<file path="config.mk">
export PLATFORM = sky130hd
export DESIGN_NAME = moving_sum_engine
export DESIGN_NICKNAME = d
export VERILOG_FILES = /design/src/rtl/moving_sum_pkg.sv /design/src/rtl/moving_sum_ring_buf.sv /design/src/rtl/moving_sum_engine.sv
export SDC_FILE = /design/constraint.sdc
export NUM_CORES = 1
export LEC_CHECK = 0
export ABC_AREA = 0
export BUFFER_PORTS_ARGS = -buffer_cell sky130_fd_sc_hd__buf_4
export CAP_MARGIN = 30
export CORE_MARGIN = 4
export CORE_UTILIZATION = 60
export DETAILED_ROUTE_END_ITERATION = 12
export MAX_ROUTING_LAYER = met4
export PLACE_DENSITY = 0.82
export SLEW_MARGIN = 20
export SYNTH_ARGS = -nofsm -noshare
export SYNTH_HDL_FRONTEND = slang
export SYNTH_SLANG_ARGS = --single-unit
</file>
<file path="constraint.sdc">
create_clock -name CLK100MHZ -period 4.65 [get_ports CLK100MHZ]
set_input_delay 0.93 -clock CLK100MHZ [delete_from_list [all_inputs] [get_ports CLK100MHZ]]
set_output_delay 0.93 -clock CLK100MHZ [all_outputs]
set_load 0.02 [all_outputs]
</file>
<file path="src/rtl/moving_sum_pkg.sv">
// moving_sum_pkg
// Shared types and helpers for the moving-sum engine.
//   state_t      : engine state (IDLE, FILL, RUN)
//   MODE_SLIDING : sliding-window mode (one result per sample once full)
//   MODE_BLOCK   : block mode (one result per DEPTH samples, then restart)
//   clog2()      : ceiling log2 for elaboration-time width derivation
package moving_sum_pkg;

  typedef enum logic [1:0] {
    IDLE = 2'd0,
    FILL = 2'd1,
    RUN  = 2'd2
  } state_t;

  localparam logic MODE_SLIDING = 1'b0;
  localparam logic MODE_BLOCK   = 1'b1;

  function automatic int clog2(input int value);
    int result;
    result = 0;
    for (int i = 0; i < 31; i++) begin
      if ((1 << i) < value) result = i + 1;
    end
    return result;
  endfunction

endpackage

</file>
<file path="src/rtl/moving_sum_ring_buf.sv">
// moving_sum_ring_buf
// DEPTH-entry sample store: one synchronous write port and one
// combinational read port. No reset on the array, so it maps onto
// distributed RAM.
// Ports:
//   clk   : write clock
//   we    : write enable
//   waddr : write address
//   wdata : write data
//   raddr : read address
//   rdata : read data (combinational)
module moving_sum_ring_buf #(
  parameter int DATA_W = 8,
  parameter int DEPTH  = 16,
  parameter int AW     = 4
) (
  input  logic              clk,
  input  logic              we,
  input  logic [AW-1:0]     waddr,
  input  logic [DATA_W-1:0] wdata,
  input  logic [AW-1:0]     raddr,
  output logic [DATA_W-1:0] rdata
);

  logic [DATA_W-1:0] mem [DEPTH];

  always_ff @(posedge clk) begin
    if (we) mem[waddr] <= wdata;
  end

  assign rdata = mem[raddr];

endmodule

</file>
<file path="src/rtl/moving_sum_engine.sv">
// moving_sum_engine
// Streaming moving-sum over the last DEPTH signed samples (sliding mode)
// or over consecutive non-overlapping blocks of DEPTH samples (block mode).
// DEPTH must be a power of two in 2..1024.
// Optional feature macro: MOVING_SUM_AVG_EN adds m_axis_tavg, the window
// sum arithmetically shifted right by log2(DEPTH).
// Ports:
//   CLK100MHZ     : clock
//   reset_in_n    : asynchronous active-low reset
//   mode          : 0 sliding, 1 block; sampled when a new window starts
//   clear         : synchronous flush back to IDLE, drops any pending result
//   s_axis_*      : sample input stream
//   m_axis_*      : result output stream (SUM_W signed)
//   m_axis_tavg   : (MOVING_SUM_AVG_EN only) average of the window
//   busy          : high while in FILL or RUN
//
// state | meaning
// IDLE  | no samples held; next accepted sample latches mode
// FILL  | fewer than DEPTH samples held; oldest reads as 0
// RUN   | window full; sliding mode subtracts the oldest sample
module moving_sum_engine
  import moving_sum_pkg::*;
#(
  parameter  int DATA_W = 8,
  parameter  int DEPTH  = 16,
  localparam int SUM_W  = DATA_W + clog2(DEPTH)
) (
  input  logic                     CLK100MHZ,
  input  logic                     reset_in_n,
  input  logic                     mode,
  input  logic                     clear,
  input  logic                     s_axis_tvalid,
  input  logic signed [DATA_W-1:0] s_axis_tdata,
  output logic                     s_axis_tready,
  output logic                     m_axis_tvalid,
  output logic signed [SUM_W-1:0]  m_axis_tdata,
  input  logic                     m_axis_tready,
`ifdef MOVING_SUM_AVG_EN
  output logic signed [DATA_W-1:0] m_axis_tavg,
`endif
  output logic                     busy
);

  localparam int AW = clog2(DEPTH);

  state_t                   state;
  logic                     mode_q;
  logic [AW-1:0]            wr_ptr;
  logic signed [SUM_W-1:0]  sum;

  logic                     accept;
  logic                     eff_block;
  logic                     last;
  logic                     mask_old;
  logic                     emit;
  logic [DATA_W-1:0]        old_raw;
  logic signed [SUM_W-1:0]  new_ext;
  logic signed [SUM_W-1:0]  old_ext;
  logic signed [SUM_W-1:0]  sum_nxt;

  moving_sum_ring_buf #(
    .DATA_W (DATA_W),
    .DEPTH  (DEPTH),
    .AW     (AW)
  ) u_ring_buf (
    .clk   (CLK100MHZ),
    .we    (accept),
    .waddr (wr_ptr),
    .wdata (s_axis_tdata),
    .raddr (wr_ptr),
    .rdata (old_raw)
  );

  assign s_axis_tready = !clear && (!m_axis_tvalid || m_axis_tready);
  assign accept        = s_axis_tvalid && s_axis_tready;
  assign busy          = (state != IDLE);

  // In IDLE the mode input is live because this sample opens the window.
  assign eff_block = (state == IDLE) ? (mode == MODE_BLOCK) : (mode_q == MODE_BLOCK);

  // The write pointer also serves as the fill/block counter: both start at
  // zero on every new window and advance once per accepted sample.
  assign last     = (wr_ptr == AW'(DEPTH - 1));

  // Slot at wr_ptr holds the sample from DEPTH accepts ago; it is only
  // meaningful once the window is full and only subtracted when sliding.
  assign mask_old = (state != RUN) || eff_block;

  assign new_ext = {{AW{s_axis_tdata[DATA_W-1]}}, s_axis_tdata};
  assign old_ext = mask_old ? '0 : {{AW{old_raw[DATA_W-1]}}, old_raw};
  assign sum_nxt = sum + new_ext - old_ext;

  assign emit = accept && (last || ((state == RUN) && !eff_block));

  always_ff @(posedge CLK100MHZ or negedge reset_in_n) begin
    if (!reset_in_n) begin
      state         <= IDLE;
      mode_q        <= MODE_SLIDING;
      wr_ptr        <= '0;
      sum           <= '0;
      m_axis_tvalid <= 1'b0;
      m_axis_tdata  <= '0;
    end else if (clear) begin
      state         <= IDLE;
      mode_q        <= MODE_SLIDING;
      wr_ptr        <= '0;
      sum           <= '0;
      m_axis_tvalid <= 1'b0;
      m_axis_tdata  <= '0;
    end else begin
      if (m_axis_tvalid && m_axis_tready) m_axis_tvalid <= 1'b0;
      if (accept) begin
        wr_ptr <= wr_ptr + AW'(1);
        case (state)
          IDLE: begin
            mode_q <= mode;
            state  <= FILL;
          end
          FILL: if (last) state <= RUN;
          default: ;
        endcase
        if (emit) begin
          m_axis_tvalid <= 1'b1;
          m_axis_tdata  <= sum_nxt;
        end
        // Block mode restarts from zero right after publishing a result,
        // so the next accepted sample begins the following block.
        sum <= (eff_block && last) ? '0 : sum_nxt;
      end
    end
  end

`ifdef MOVING_SUM_AVG_EN
  // Upper DATA_W bits of the sum are exactly sum >>> log2(DEPTH).
  assign m_axis_tavg = m_axis_tdata[SUM_W-1:AW];
`endif

endmodule

</file>
=== After elaboration in Yosys (flattened, before gate mapping) ===
Memories as Yosys holds them, arrays and structs flattened.
Index checks and enable logic that the tools add are counted.

* Equality and inequality tests: 5
* Mux-type cells: 22
* Reductions and logical operators: 19
* Add/subtract/negate cells: 3

{| class="wikitable"
|+ Operators by type and width
! operator !! count
|-
| two-way mux 12 bit || 7
|-
| adder 12 x 8 -> 12 bit || 1
|-
| subtractor 12 bit || 1
|-
| two-way mux 1 bit || 9
|-
| two-way mux 4 bit || 2
|-
| logical AND 1 bit || 6
|-
| two-way mux 2 bit || 3
|-
| nonzero test 2 bit || 3
|-
| adder 4 x 1 -> 4 bit (second input constant) || 1
|-
| equality test 4 bit (second input constant) || 1
|-
| one-hot mux 2 bit (2 select lines) || 1
|-
| logical NOT 1 bit || 3
|-
| logical OR 1 bit || 3
|-
| inequality test 3 bit (second input constant) || 1
|-
| AND reduction 3 bit || 1
|-
| nonzero test 3 bit || 1
|-
| equality test 2 x 1 -> 1 bit (second input constant) || 1
|-
| equality test 2 bit (second input constant) || 1
|-
| logical NOT 2 bit || 1
|-
| inequality test 2 bit (second input constant) || 1
|-
| AND reduction 2 bit || 1
|}

* Memory bits (writable): 128
* Register bits after elaboration: 32
* Word-level logic and storage cells: 56
* Memories: 1
* Output and inout port bits: 15

{| class="wikitable"
|+ Memory list
! name !! words !! width !! rd ports !! clocked after memory_dff !! write ports !! line !! source
|-
| u_ring_buf.mem || 16 || 8 || 1 || 0 || 1 || moving_sum_ring_buf.sv:25 || <nowiki>logic [DATA_W-1:0] mem [DEPTH];</nowiki>
|}

=== Longest topological paths before layout ===
Gate-level depths: netlist of run 1.

* Depth in word-level cells: 9
* Gate-level depth with buffers: 15
* Mapped depth without buffers: 13

=== Cells and area by module ===
A second synthesis of run 1 with hierarchy kept.

* Cells, all modules: 478
* Area total of the unflattened synthesis: 7319.5 µm²

{| class="wikitable"
|+ Modules (own cells, without submodules)
! module !! cells an instance !! sequential area each (µm²) !! area each (µm²) !! instances
|-
| moving_sum_ring_buf || 221 || 3843.7 || 4987.3 || 1
|-
| moving_sum_engine || 257 || 800.8 || 2332.2 || 1
|}

=== Worst setup path before layout of run 1 ===
No wires, ideal clock.

* Kind: register to register
* Start: reg wr_ptr[0]
* End: reg sum[7]
* Arrival time: 3662 ps
* Clock period less this slack: 3784 ps
* Slack: 866 ps
* Path buffers: 2
* Library setup time: 122 ps
* Stages on the path, launching flop included: 14
* Cell sequence: dfrtp_1 buf_6 buf_6 mux4_2 mux4_2 and2_1 fa_1 inv_1 ha_1 a21oi_1 and2_1 a21oi_1 or3_1 a32o_1

* Word-level cells in the longest chain between the ends: 6

{| class="wikitable"
|+ Ends and longest elaborated chain
! item !! line !! source
|-
| from (decl) || moving_sum_engine.sv:48 || <nowiki>logic [AW-1:0] wr_ptr;</nowiki>
|-
| from (signal assigned) || moving_sum_engine.sv:113 || <nowiki>wr_ptr <= wr_ptr + AW'(1);</nowiki>
|-
| memory (16 x 8 bit) || -- ||
|-
| two-way mux 12 bit || moving_sum_engine.sv:90 || <nowiki>assign old_ext = mask_old ? '0 : {{AW{old_raw[DATA_W-1]}}, old_raw};</nowiki>
|-
| subtractor 12 bit || moving_sum_engine.sv:91 || <nowiki>assign sum_nxt = sum + new_ext - old_ext;</nowiki>
|-
| two-way mux 12 bit * || moving_sum_engine.sv:128 || <nowiki>sum <= (eff_block && last) ? '0 : sum_nxt;</nowiki>
|-
| two-way mux 12 bit * || moving_sum_engine.sv:112 || <nowiki>if (accept) begin</nowiki>
|-
| two-way mux 12 bit * || moving_sum_engine.sv:103 || <nowiki>end else if (clear) begin</nowiki>
|-
| to (signal assigned) || moving_sum_engine.sv:128 ||
|-
| to (decl) || moving_sum_engine.sv:49 || <nowiki>logic signed [SUM_W-1:0] sum;</nowiki>
|}

Every way passes the cells marked *; elsewhere a longest branch is shown, timed or not. The select of a mux whose other input is x is not followed.
A chain may end at the register's enable or synchronous reset.

=== Worst setup path after layout of run 1 ===
* Start: reg wr_ptr[1]
* End: reg m_axis_tdata[7]

* Word-level cells in the longest chain between the ends: 6

{| class="wikitable"
|+ Ends and longest elaborated chain
! item !! line !! source
|-
| memory (16 x 8 bit) || -- ||
|-
| two-way mux 12 bit || moving_sum_engine.sv:90 ||
|-
| subtractor 12 bit || moving_sum_engine.sv:91 ||
|-
| two-way mux 12 bit || moving_sum_engine.sv:122 || <nowiki>if (emit) begin</nowiki>
|-
| two-way mux 12 bit || moving_sum_engine.sv:112 ||
|-
| two-way mux 12 bit || moving_sum_engine.sv:103 ||
|-
| to (signal assigned) || moving_sum_engine.sv:124 || <nowiki>m_axis_tdata <= sum_nxt;</nowiki>
|-
| to (decl) || moving_sum_engine.sv:36 || <nowiki>output logic signed [SUM_W-1:0] m_axis_tdata,</nowiki>
|}

Several ways; a longest one is shown, not always the timed one. The select of a mux whose other input is x is not followed.

==> metrics.json, run 1 <==
{
  "synth_edf_count": 128,
  "maxSlewViolCount": 0,
  "gp_congestion": 0.9606,
  "maxSlewHeadroom": 0.3810,
  "totalWireLength_mm": 16.36,
  "cp.required_ns": 4.95,
  "fmax_ghz": 0.2466,
  "cts_inserted_buffers": 17,
  "hold_path_class": "input port to async pin",
  "h_tree_level_count": 4,
  "viasPerCell": 6.134,
  "fp_rows": 40,
  "dp_wirelength_mm": 10.81,
  "syn_area_per_cell_um2": 15.57,
  "antenna_cells_inserted": 0,
  "cap_violations": 0,
  "leakagePower_uw": 0.003145,
  "grt_max_degree": 33,
  "multi_input_comb_area_mm2": 0.002476,
  "synth.yosys.warnings": 0,
  "post-cts-setup-buffer-count": 0,
  "dieWidth_um": 119.3,
  "finalCritPeriodShare": 0.8722,
  "crit_path_start_kind": "register",
  "layout.filler_cells": 774,
  "grt_first_pass_wirelength_mm": 25.72,
  "postCtsResizedCells": 0,
  "netlist.area_leader.share": 0.5175,
  "io_pins": 29,
  "ys_async_sr_fraction": 0.2000,
  "synth_seq_area_share": 0.6253,
  "cts_buffer_depth": 2,
  "worst_setup_path_end_kind": "register",
  "drcViolationCount": 0,
  "hold_violation_total_from_the_final_report": 0,
  "period_needed_ns": 4.055,
  "worst_setup_hold_path_clk_slew_ns": 0.07,
  "globalRouteTotalUtil": 0.2530,
  "reg2reg_slack_ns": 0.59,
  "drive_above_1_share": 0.1944,
  "worst-slew-pin-transition_ns": 0.9252,
  "worstSkewPairLatency_ns": 0.42,
  "grt_pass1_vias": 4474,
  "critical_path.max_fanout": 13,
  "worstSetupPathType": "register to register",
  "fin_area_mm2": 0.008469,
  "leading_register_cell_type_out_of_synthesis": "sky130_fd_sc_hd__edfxtp_1",
  "whs_ns": 0.4489,
  "die_area_mm2": 0.01422,
  "ys_seq_elements": 160,
  "worst_ep_arrival_time_ns": 4.36,
  "postSynthNetCount": 519,
  "finalNetCount": 569,
  "synthCells": 477,
  "numPortBuffers": 28,
  "synth_top_cells_by_area": "sky130_fd_sc_hd__edfxtp_1 52%, sky130_fd_sc_hd__dfrtp_1 11%, sky130_fd_sc_hd__mux4_1 6.7%",
  "yosys.cell_types.count": 50,
  "post-synth-top-area-cell": "sky130_fd_sc_hd__edfxtp_1",
  "cts_root_buffer": "sky130_fd_sc_hd__clkbuf_16",
  "outcome": "finished, final reports clean",
  "initial_core_util": 0.6158,
  "post_synth_instance_area_mm2": 0.007427,
  "unrepaired_setup_endpoints_after_global_routing": "false",
  "post_drt_antenna_nets": 0,
  "place_area_mm2": 0.007851,
  "chipHeight_um": 119.3,
  "setup_tns_ns": 0,
  "antenna_found_initial": 0,
  "drt_pre_antenna_iters": 5,
  "clock_skew_ns": 0.008951,
  "cts_hold_buf": 0,
  "vias": 4343,
  "clkSinkCount": 160,
  "area_delta_synth_final_pct": 14.03,
  "core_area_mm2": 0.01206,
  "count_of_routing_violations_after_the_opening_detailed_route_iteration": 435,
  "grt_remaining_overflow": 0,
  "cts_tree": "built",
  "max-vdd-ir-drop_mv": 0.3447,
  "power_per_cell_area_mw_per_mm2": 437.6,
  "layout.area.seq_mm2": 0.004646,
  "drt-wirelength-per-cell_um": 23.11,
  "post-layout-total-power_uw": 3706,
  "finalSetupViolations": 0
}
power by group:
part	switching [uW]	total [uW]	internal (uW)	leakage [uW]
sequential	33.1	1630	1590	0.00159
combinational	435	750	314	0.00129
clock	583	1330	746	0.000265
total	1050	3710	2650	0.00315
path summary, 6_finish.rpt:
| path | startpoint | to | cells after the start |
|---|---|---|---|
| setup reg to reg | wr_ptr[1]$_DFFE_PN0P_ | m_axis_tdata[7]$_DFFE_PN0P_ | 12 |
| hold reg to reg | sum[8]$_DFFE_PN0P_ | sum[8]$_DFFE_PN0P_ | 2 |
| hold / removal | reset_in_n | wr_ptr[3]$_DFFE_PN0P_ | 1 |
| min in group CLK100MHZ | sum[8]$_DFFE_PN0P_ | sum[8]$_DFFE_PN0P_ | 2 |
| setup / recovery | wr_ptr[1]$_DFFE_PN0P_ | m_axis_tdata[7]$_DFFE_PN0P_ | 12 |
| max in group asynchronous | reset_in_n | wr_ptr[0]$_DFFE_PN0P_ | 1 |
area by class of cell:
cell class              count  area share
clock buffers              18     0.05067
clock inverters            14     0.01536
inverters                  45     0.01994
multi-input cells         255      0.2924
flip-flops and latches    160      0.5485
well taps                 168     0.02482
repair buffers             48     0.04831
layout by cell type, fill, tap and decap left out, types with 3 or more instances in the layout:
master	n
sky130_fd_sc_hd__xnor2_1	4
sky130_fd_sc_hd__nor2_1	29
sky130_fd_sc_hd__a21oi_1	20
sky130_fd_sc_hd__and3_1	4
sky130_fd_sc_hd__edfxtp_1	128
sky130_fd_sc_hd__or3_1	7
sky130_fd_sc_hd__nand3_1	14
sky130_fd_sc_hd__nand2b_1	3
sky130_fd_sc_hd__inv_6	5
sky130_fd_sc_hd__o211ai_1	3
sky130_fd_sc_hd__a32o_1	3
sky130_fd_sc_hd__and2_1	11
sky130_fd_sc_hd__nand4_1	6
sky130_fd_sc_hd__clkinv_1	3
sky130_fd_sc_hd__clkinvlp_4	3
sky130_fd_sc_hd__o21ai_0	10
sky130_fd_sc_hd__mux4_1	19
sky130_fd_sc_hd__a21o_1	6
sky130_fd_sc_hd__ha_1	17
sky130_fd_sc_hd__dfrtp_1	31
sky130_fd_sc_hd__buf_4	43
sky130_fd_sc_hd__buf_12	3
sky130_fd_sc_hd__nand2_1	25
sky130_fd_sc_hd__xor2_1	3
sky130_fd_sc_hd__inv_1	45
sky130_fd_sc_hd__nor3_1	6
sky130_fd_sc_hd__mux4_2	20
sky130_fd_sc_hd__fa_1	11
sky130_fd_sc_hd__clkbuf_16	17
sky130_fd_sc_hd__mux2i_1	3
flip-flops by register name (all words and copies together), names as in the netlist:
register	cells
state	2
m_axis_tdata	12
wr_ptr	4
u_ring_buf.mem	128
mode_q	1
m_axis_tvalid	1
sum	12
routing by layer:
metal / global-route usage / routed length, um
met5: - / 0
met4: 0.07893 / 253
met3: 0.05935 / 877
met2: 0.4105 / 8596
met1: 0.3207 / 6634
logic make-up (layout without fill, tap and decap cells):
logic type      count (synthesis)  after routing  synth area share
flops                         160            160            0.6253
fa+ha+maj                      28             28           0.05829
simple gates                  117            117           0.08002
compound gates                 61             61           0.05459
mux                            42             42            0.1319
buf+inv                        62            125           0.04161
xor+xnor                        7              7          0.008255
worst max-delay path: stages, from the launching register on:
cell and delay [ns]:
sky130_fd_sc_hd__dfrtp_1 0.59, sky130_fd_sc_hd__buf_4 0.30, sky130_fd_sc_hd__mux4_1 0.33, sky130_fd_sc_hd__mux4_2 0.48, sky130_fd_sc_hd__and2_1 0.18, sky130_fd_sc_hd__fa_1 0.48
sky130_fd_sc_hd__inv_1 0.05, sky130_fd_sc_hd__ha_1 0.36, sky130_fd_sc_hd__a21oi_1 0.18, sky130_fd_sc_hd__and2_1 0.24, sky130_fd_sc_hd__a21oi_1 0.10, sky130_fd_sc_hd__or3_1 0.37
sky130_fd_sc_hd__a31o_2 0.26
metrics by stage:
step           setup WS [ns]  std cells    util
2_1_floorplan         0.8664        477       -
3_3_place_gp          0.7344        666  0.6484
3_5_place_dp          0.6670        670  0.6509
4_1_cts               0.6317        702  0.6973
5_1_grt               0.4512        708  0.7022
6_report              0.5945        708  0.7022
cell usage after synthesis (all sizes together), types with 3 or more instances:
cell type	number
dfrtp	32
xnor2	4
o21ai	10
edfxtp	128
buf	11
nand3	14
nand2	25
fa	11
mux4	39
a32o	3
mux2i	3
nor3	6
clkbuf	6
nand4	6
and2	11
nor2	30
a21o	6
or3	7
o211ai	3
and3	4
ha	17
xor2	3
inv	45
nor3b	3
a21oi	20
nand2b	3
(Power assumes the default switching activity.)
==> inputs of run 2 (changes only) <==
--- a/config.mk
+++ b/config.mk
@@ -6,13 +6,13 @@
 export NUM_CORES = 1
 export LEC_CHECK = 0
 export ABC_AREA = 0
-export BUFFER_PORTS_ARGS = -buffer_cell sky130_fd_sc_hd__buf_4
 export CAP_MARGIN = 30
 export CORE_MARGIN = 4
 export CORE_UTILIZATION = 60
 export DETAILED_ROUTE_END_ITERATION = 12
+export DONT_BUFFER_PORTS = 1
 export MAX_ROUTING_LAYER = met4
-export PLACE_DENSITY = 0.82
+export PLACE_DENSITY = 0.79
 export SLEW_MARGIN = 20
 export SYNTH_ARGS = -nofsm -noshare
 export SYNTH_HDL_FRONTEND = slang
==> run 2 against run 1 <==
Sequential cell count is the same. Clock skew increased by 0.0038 ns. First-iteration DRC count is 17% higher. Combinational power decreased by 3.6%. Die area is the same. Core utilization shrank 2.0 points. Critical path depth unchanged. Non-clock buffer count fell by 31. Critical endpoint is now sum[10]$_DFFE_PN0P_. Critical path type unchanged. Worst setup slack improved by 0.023 ns. Fmax up 0.58%.
==> metrics.json, run 2 (synthesis gave the netlist of run 1 again) <==
{
  "outcome": "finished, final reports clean",
  "fmax": {"value": 0.2480, "unit": "GHz", "change": "+0.58%"},
  "cpMaxStageDelayCell": "sky130_fd_sc_hd__mux4_1",
  "power_per_cell_area": {"value": 445.7, "unit": "mW/mm2", "change": "+1.9%"},
  "viasPerCell": {"value": 6.304, "change": "+2.8%"},
  "antenna_cells_inserted": {"value": 0, "change": "unchanged"},
  "leading_cell_type_in_the_layout_fill_and_taps_excluded": "sky130_fd_sc_hd__edfxtp_1",
  "core_area": {"value": 0.01206, "unit": "mm2", "change": "unchanged"},
  "dieWidth": {"value": 119.3, "unit": "um", "change": "unchanged"},
  "post-cts-setup-buffer-count": {"value": 0, "change": "unchanged"},
  "critPathMostFrequentCell": "sky130_fd_sc_hd__and2_1",
  "layout.filler_cells": {"value": 757, "change": "-2.2%"},
  "worstSetupPathType": "register to register",
  "maxSlewHeadroom": {"value": 0.3565, "change": "-0.02442"},
  "dp.cells": {"value": 641, "change": "-4.3%"},
  "cts_buffer_depth": {"value": 2, "change": "unchanged"},
  "gp_congestion": {"value": 0.9006, "change": "-6.2%"},
  "drcViolationCount": {"value": 0, "change": "unchanged"},
  "worst-slew-pin-transition": {"value": 0.9616, "unit": "ns", "change": "+0.03649 ns"},
  "cts_hold_buf": {"value": 0, "change": "unchanged"},
  "instances_no_fill": {"value": 677, "change": "-4.4%"},
  "worst_ep_arrival_time": {"value": 4.32, "unit": "ns", "change": "-0.04 ns"},
  "worst_setup_path_end_kind": "register",
  "rr_startpoint": "wr_ptr[0]$_DFFE_PN0P_",
  "h_tree_level_count": {"value": 4, "change": "unchanged"},
  "unrepaired_setup_endpoints_after_global_routing": "false",
  "globalRouteTotalUtil": {"value": 0.2394, "change": "-0.01364"},
  "grt_max_degree": {"value": 37, "change": "+12%"},
  "largest_registers": "u_ring_buf.mem: 128 flops, m_axis_tdata: 12 flops, sum: 12 flops",
  "crit_path_start_kind": "register",
  "drive_above_1_share": {"value": 0.1473, "change": "-0.04710"},
  "maxSlewViolCount": {"value": 0, "change": "unchanged"},
  "period_needed": {"value": 4.032, "unit": "ns", "change": "-0.02343 ns"},
  "antenna_found_initial": {"value": 0, "change": "unchanged"},
  "clock_skew": {"value": 0.01278, "unit": "ns", "change": "+0.003831 ns"},
  "totalWireLength": {"value": 15.76, "unit": "mm", "change": "-3.7%"},
  "largest_reg_flops": {"value": 128, "change": "unchanged"},
  "top_reg_by_flops": "u_ring_buf.mem",
  "final_cell_mix": "128 x sky130_fd_sc_hd__edfxtp_1, 45 x sky130_fd_sc_hd__inv_1, 31 x sky130_fd_sc_hd__dfrtp_1",
  "cts_tree": "built",
  "vias": {"value": 4268, "change": "-1.7%"},
  "max-vdd-ir-drop": {"value": 0.2969, "unit": "mV", "change": "-14%"},
  "cp_slowest_stage_delay": {"value": 0.60, "unit": "ns", "change": "about the same"},
  "grt_pass1_vias": {"value": 4251, "change": "-5.0%"},
  "drt_pre_antenna_iters": {"value": 5, "change": "unchanged"},
  "cap_violations": {"value": 0, "change": "unchanged"},
  "grt_first_pass_wirelength": {"value": 24.56, "unit": "mm", "change": "-4.5%"},
  "worstPathCellList": "buf_12 -> mux4_1 -> mux4_2 -> and2_1 -> fa_1 -> inv_1 -> ha_1 -> nor2b_1 -> o31a_1 -> o21ai_0 -> and2_1 -> o211ai_1",
  "worstSkewPairLatency": {"value": 0.43, "unit": "ns", "change": "about the same"},
  "chipHeight": {"value": 119.3, "unit": "um", "change": "unchanged"},
  "hold_path_class": "input port to async pin",
  "dp_wirelength": {"value": 10.16, "unit": "mm", "change": "-6.0%"},
  "die_area": {"value": 0.01422, "unit": "mm2", "change": "unchanged"},
  "finalSetupViolations": {"value": 0, "change": "unchanged"},
  "cts_root_buffer": "sky130_fd_sc_hd__clkbuf_16",
  "finalCritPeriodShare": {"value": 0.8671, "change": "-0.005039"},
  "timing.critical_path.buf_inv": {"value": 2, "change": "unchanged"},
  "post_drt_antenna_nets": {"value": 0, "change": "unchanged"},
  "finalNetCount": {"value": 538, "change": "-5.4%"},
  "leakagePower": {"value": 0.002992, "unit": "uW", "change": "-4.9%"},
  "reg2reg_slack": {"value": 0.62, "unit": "ns", "change": "+0.02 ns"},
  "cts_inserted_buffers": {"value": 17, "change": "unchanged"},
  "hold_violation_total_from_the_final_report": {"value": 0, "change": "unchanged"},
  "cp_top_family": "multiplexers",
  "initial_core_util": {"value": 0.6158, "change": "unchanged"},
  "clkSinkCount": {"value": 160, "change": "unchanged"},
  "grt_remaining_overflow": {"value": 0, "change": "unchanged"},
  "numPortBuffers": {"value": 0, "change": "-100%"},
  "setup_tns": {"value": 0, "unit": "ns", "change": "unchanged"},
  "io_pins": {"value": 29, "change": "unchanged"},
  "count_of_routing_violations_after_the_opening_detailed_route_iteration": {"value": 507, "change": "+17%"},
  "worstSetupStartpoint": "wr_ptr[0]$_DFFE_PN0P_",
  "cp.required": {"value": 4.94, "unit": "ns", "change": "about the same"},
  "worst_setup_hold_path_clk_slew": {"value": 0.07, "unit": "ns", "change": "about the same"},
  "fp_rows": {"value": 40, "change": "unchanged"},
  "postCtsResizedCells": {"value": 0, "change": "unchanged"},
  "critical_path.max_fanout": {"value": 16, "change": "+3"},
  "area_delta_synth_final_pct": 10.87,
  "drt-wirelength-per-cell": {"value": 23.27, "unit": "um", "change": "+0.71%"}
}
==> run 2: cell count changes in the layout (fill, tap and decap cells not counted), sizes merged <==
cell      before  now
clkbuf        18   17
inv           52   48
clkinv         3    9
buf           48   17
clkinvlp       3    2
==> run 2: area by class of cell <==
cell class	instances	area, um2	area share
clock inverters	15	137.6	0.01671
well taps	168	210.2	0.02553
clock buffers	17	425.4	0.05166
multi-input cells	255	2474	0.3004
repair buffers	17	172.7	0.02097
inverters	45	168.9	0.02051
flip-flops and latches	160	4646	0.5642
==> run 2: worst reg2reg max path, stage by stage (launching register included) <==
cell	delay [ns]
sky130_fd_sc_hd__dfrtp_2	0.41
sky130_fd_sc_hd__buf_12	0.19
sky130_fd_sc_hd__mux4_1	0.61
sky130_fd_sc_hd__mux4_2	0.48
sky130_fd_sc_hd__and2_1	0.19
sky130_fd_sc_hd__fa_1	0.49
sky130_fd_sc_hd__inv_1	0.05
sky130_fd_sc_hd__ha_1	0.35
sky130_fd_sc_hd__nor2b_1	0.17
sky130_fd_sc_hd__o31a_1	0.29
sky130_fd_sc_hd__o21ai_0	0.36
sky130_fd_sc_hd__and2_1	0.21
sky130_fd_sc_hd__o211ai_1	0.11
==> run 2: worst paths after layout <==
kind / cells past startpoint / endpoint
max in group asynchronous: 0 / wr_ptr[0]$_DFFE_PN0P_
max: 12 / sum[10]$_DFFE_PN0P_
min reg2reg: 1 / sum[6]$_DFFE_PN0P_
max reg2reg: 12 / sum[10]$_DFFE_PN0P_
min in group CLK100MHZ: 1 / sum[6]$_DFFE_PN0P_
min: 0 / sum[0]$_DFFE_PN0P_
==> run 2: power by group <==
part	switching (uW)	internal, uW	leakage (uW)	total [uW]
sequential	29.9	1600	0.00159	1620
combinational	416	307	0.00113	723
clock	580	742	0.000272	1320
==> run 2: stage by stage <==
| stage | power, uW | hold WS (ns) | setup slack (ns) | utilization | area (um2) |
|---|---|---|---|---|---|
| floorplan | 2209 | 0.4485 | 0.8664 | - | 7427 |
| global placement | 2319 | 0.4793 | 0.7671 | 0.6304 | 7604 |
| detailed placement | 2350 | 0.4833 | 0.6973 | 0.6335 | 7641 |
| CTS | 3665 | 0.1809 | 0.6745 | 0.6802 | 8204 |
| global route | 3840 | 0.1754 | 0.4875 | 0.6827 | 8234 |
| finish | 3670 | 0.1927 | 0.6179 | 0.6827 | 8234 |
==> run 2: per-layer routing <==
layer / routed length (um) / vias to the layer above / part of all wire / track usage
li1: - / 1856 / - / -
met1: 6437 / 2173 / 0.41 / 0.3208
met2: 7816 / 201 / 0.50 / 0.3656
met3: 1086 / 38 / 0.069 / 0.05556
met4: 416 / 0 / 0.026 / 0.08472
met5: 0 / - / 0 / -
